<file path="src/rtl/sysid_checker_pkg.sv">
// rtl/sysid_checker_pkg.sv - shared states, word addresses and counter sizing for sysid_checker
package sysid_checker_pkg;

    typedef enum logic [2:0] {
        IDLE,
        RD_ID,
        WT_ID,
        RD_TS,
        WT_TS,
        DONE
    } state_t;

    localparam logic ADDR_ID = 1'b0;
    localparam logic ADDR_TS = 1'b1;

    function automatic int counter_width(input int limit);
        return $clog2(limit + 1);
    endfunction

endpackage

</file>
<file path="src/rtl/sysid_checker_timer.sv">
// rtl/sysid_checker_timer.sv - saturating up-counter with clear; expire flags the cycle that reaches LIMIT
module sysid_checker_timer
    import sysid_checker_pkg::*;
#(
    parameter int LIMIT = 15,
    parameter int WIDTH = counter_width(LIMIT)
) (
    input  logic clock,
    input  logic reset,
    input  logic clear,
    input  logic enable,
    output logic expire
);

    localparam logic [WIDTH-1:0] LAST = WIDTH'(LIMIT - 1);
    localparam logic [WIDTH-1:0] TOP  = WIDTH'(LIMIT);

    logic [WIDTH-1:0] count;

    always_ff @(posedge clock or posedge reset) begin
        if (reset) begin
            count <= '0;
        end else if (clear) begin
            count <= '0;
        end else if (enable && count != TOP) begin
            count <= count + 1'b1;
        end
    end

    // Asserted during the cycle whose increment brings the count to LIMIT.
    assign expire = enable && !clear && (count == LAST);

endmodule

</file>
<file path="config.mk">
export PLATFORM = sky130hd
export DESIGN_NAME = sysid_checker_timer
export DESIGN_NICKNAME = d
export VERILOG_FILES = /design/src/rtl/sysid_checker_pkg.sv /design/src/rtl/sysid_checker_timer.sv
export SDC_FILE = /design/constraint.sdc
export NUM_CORES = 1
export LEC_CHECK = 0
export CORE_AREA = 2 2 39 41
export DETAILED_ROUTE_END_ITERATION = 12
export DIE_AREA = 0 0 41 43
export PLACE_DENSITY_LB_ADDON = 0.3
export SKIP_LAST_GASP = 1
export SYNTH_ARGS = -nofsm -noshare
export SYNTH_HDL_FRONTEND = slang
export SYNTH_SLANG_ARGS = --single-unit
</file>
<file path="constraint.sdc">
create_clock -name clock -period 3.05 [get_ports clock]
set_clock_uncertainty 0.15 [all_clocks]
set_input_delay 0.61 -clock clock [delete_from_list [all_inputs] [get_ports clock]]
set_output_delay 0.61 -clock clock [all_outputs]
set_load 0.005 [all_outputs]
</file>
==> metrics.txt <==
area leader, netlist dfrtp_1; slowest CP cell clkdlybuf4s50_1; Fin. Hold Viols 0; Hold-fix buffers, CTS 0; Worst path max stage delay 0.52 ns; RePlAce Congestion 0.814; Critical Path Stages 3; register area share after synthesis 41.2%; biggest regs count (4); Ports 5; worst path required time 2.29 ns; Post-Syn Area 243 sq um; HPWL after DPL 362 um; Num Clock Sinks 4; drt first pass iters 4; final WL 464 um; routing usage on met1 7.24%; CTS tree done; Port Buf Inserts 4; Internal 0.000108 W; Clock power frac 46.2%; max FFs per register 4; Seq pwr share 42.5%; CP startpoint kind input port; Max H-tree Level 1; Core ar. 1380 sq um; Die X 41 um; Avg Cell Area, Syn 9.71 sq um; CP Class in -> out; 1st-iter DRT viols 5; Clk Latency, worst-skew pair 0.23 ns; # setup viols final 0; Final Util 23.5%; headroom to the max-slew limit 83.8%; total global routing overflow 0; Ys Warns 0; largest net degree at the start of global routing 8; via count 214; # nets final 40; first-pass GRT wire length 779 um; initial antenna violation count 0; Final Max Slew Viols 0; Rows 14; max frequency 378 MHz; Least-Margin Pin Slew 0.242 ns; worst path bufs/invs 2; Biggest register count; die height 43 um; gr busiest metal met4; clk root buf clkbuf_4; Period minus WS final 2.65 ns; R2R cell count 4; switch share 21.9%; CP delay by family, top buffers and inverters; pwr dens 425 nW/um^2; CTS Buf Count 3; number of global-route vias before repair 209; Total Routing Usage GR 7.28%; combinational power share 11.2%; fraction of layout cells with a size suffix above 1 18.8%; DIE AREA 1760 sq um; ANT nets after route 0; leakage power 0.129 nW; leading post-synthesis cells by cell area dfrtp_1 41%, ha_1 10%, nor3_1 6.2%; worst path cell trace clkdlybuf4s50_1 > nor3_1 > clkdlybuf4s50_1; Post-Syn Nets 31; P&R area growth vs syn 34.0%; endpoint class of the critical path primary output; Crit Path Max Fanout 6; unrepaired setup endpoints after global routing false; setup TNS 0 ns; FILL cells 148; post-synthesis register bit count 4; post-synth top area share 41.2%; peak supply drop 0.210 mV; Synth Instances 25; Final period util 86.7%; post-CTS sizing 0; status completed; DRC viols 0; post-CTS setup buffer count 0; Initial Utilization 17.5%; routed len/inst 9.67 um; Worst Path Arrival 1.89 ns; diodes inserted 0; met3 usage 2.09%; switching pwr 0.0000303 W; Netlist cell types 15; cell mode on critical path clkdlybuf4s50_1; clock slew seen by the registers of the worst setup and hold paths 0.04 ns; CTS Buffer Depth 2; grt met2 use 9.69%; HP Class in -> async; vias per cell 4.46; Max Cap Viol 0
## path summary, 6_finish.rpt
kind,startpoint,slack [ns],end
worst max-delay path,clear,0.40,expire
worst min register to register,count[3],0.48,count[3]
worst max register to register,count[0],1.69,count[1]
min in group clock,count[3],0.48,count[3]
worst min-delay path,reset,0.40,count[3]
max in group asynchronous,reset,2.20,count[1]
## worst register-to-register path: cells and delay by family, from the launching register on
family	cells	cell delay, ns
compound gates	2	0.33
simple gates	1	0.13
flops	1	0.40
fa+ha+maj	1	0.25
## metrics by stage
| step | area (sq um) | instances | total power [W] | hold slack (ns) | setup slack (ns) |
|---|---|---|---|---|---|
| 2_1_floorplan | 243 | 25 | 0.0000679 | 0.226 | 1.31 |
| 3_3_place_gp | 303 | 45 | 0.0000745 | 0.467 | 0.458 |
| 3_5_place_dp | 303 | 45 | 0.0000749 | 0.477 | 0.419 |
| 4_1_cts | 325 | 48 | 0.000143 | 0.400 | 0.417 |
| 5_1_grt | 325 | 48 | 0.000146 | 0.441 | 0.351 |
| 6_report | 325 | 48 | 0.000138 | 0.404 | 0.404 |
## cells in the mapped netlist
cell type	instances
nand3_2	1
buf_4	1
nand4_1	1
dfrtp_1	4
inv_1	3
nor3_1	3
ha_1	2
and4_1	1
nand2_1	2
a311oi_1	1
nor2_1	1
a211oi_2	1
a21oi_1	2
a31o_1	1
a211oi_1	1
## cells by family (layout without fill, tap and decap cells)
kind of cell	count (synthesis)	count (layout)	synth area share, %
DFF	4	4	41.2
adders and majority gates	2	2	10.3
AOI/OAI and AO/OA	6	6	19.6
buffers and inverters	4	11	7.73
and+or+nand+nor	9	9	21.1
## cells in the final DEF (no fill, tap or decap)
cell / n
a211oi_1: 1
a211oi_2: 1
a21oi_1: 2
a311oi_1: 1
a31o_1: 1
and4_1: 1
buf_4: 1
clkbuf_4: 3
clkdlybuf4s50_1: 4
dfrtp_1: 4
ha_1: 2
inv_1: 3
nand2_1: 2
nand3_2: 1
nand4_1: 1
nor2_1: 1
nor3_1: 3
## power by group through the flow
stage                 logic, W  clock network [W]  registers (W)
floorplan           0.00000919                  0      0.0000587
global placement     0.0000151                  0      0.0000594
detailed placement   0.0000156                  0      0.0000593
CTS                  0.0000157          0.0000690      0.0000586
global route         0.0000173          0.0000690      0.0000592
finish               0.0000155          0.0000639      0.0000587
## cell type report
type,instances,area (sq um),area share [%]
repair buffers,5,47.5,14.6
well taps,16,20.0,6.15
multi-input cells,17,124,38.1
flip-flops and latches,4,100,30.8
inverters,3,11.3,3.46
clock buffers,3,22.5,6.92
## layer usage
| layer | routed length [um] | share of wire, % |
|---|---|---|
| met1 | 162 | 35 |
| met2 | 234 | 50 |
| met3 | 67 | 14 |
| met4 | 0 | 0 |
| met5 | 0 | 0 |
No activity file was read; power rests on OpenSTA's default activity.
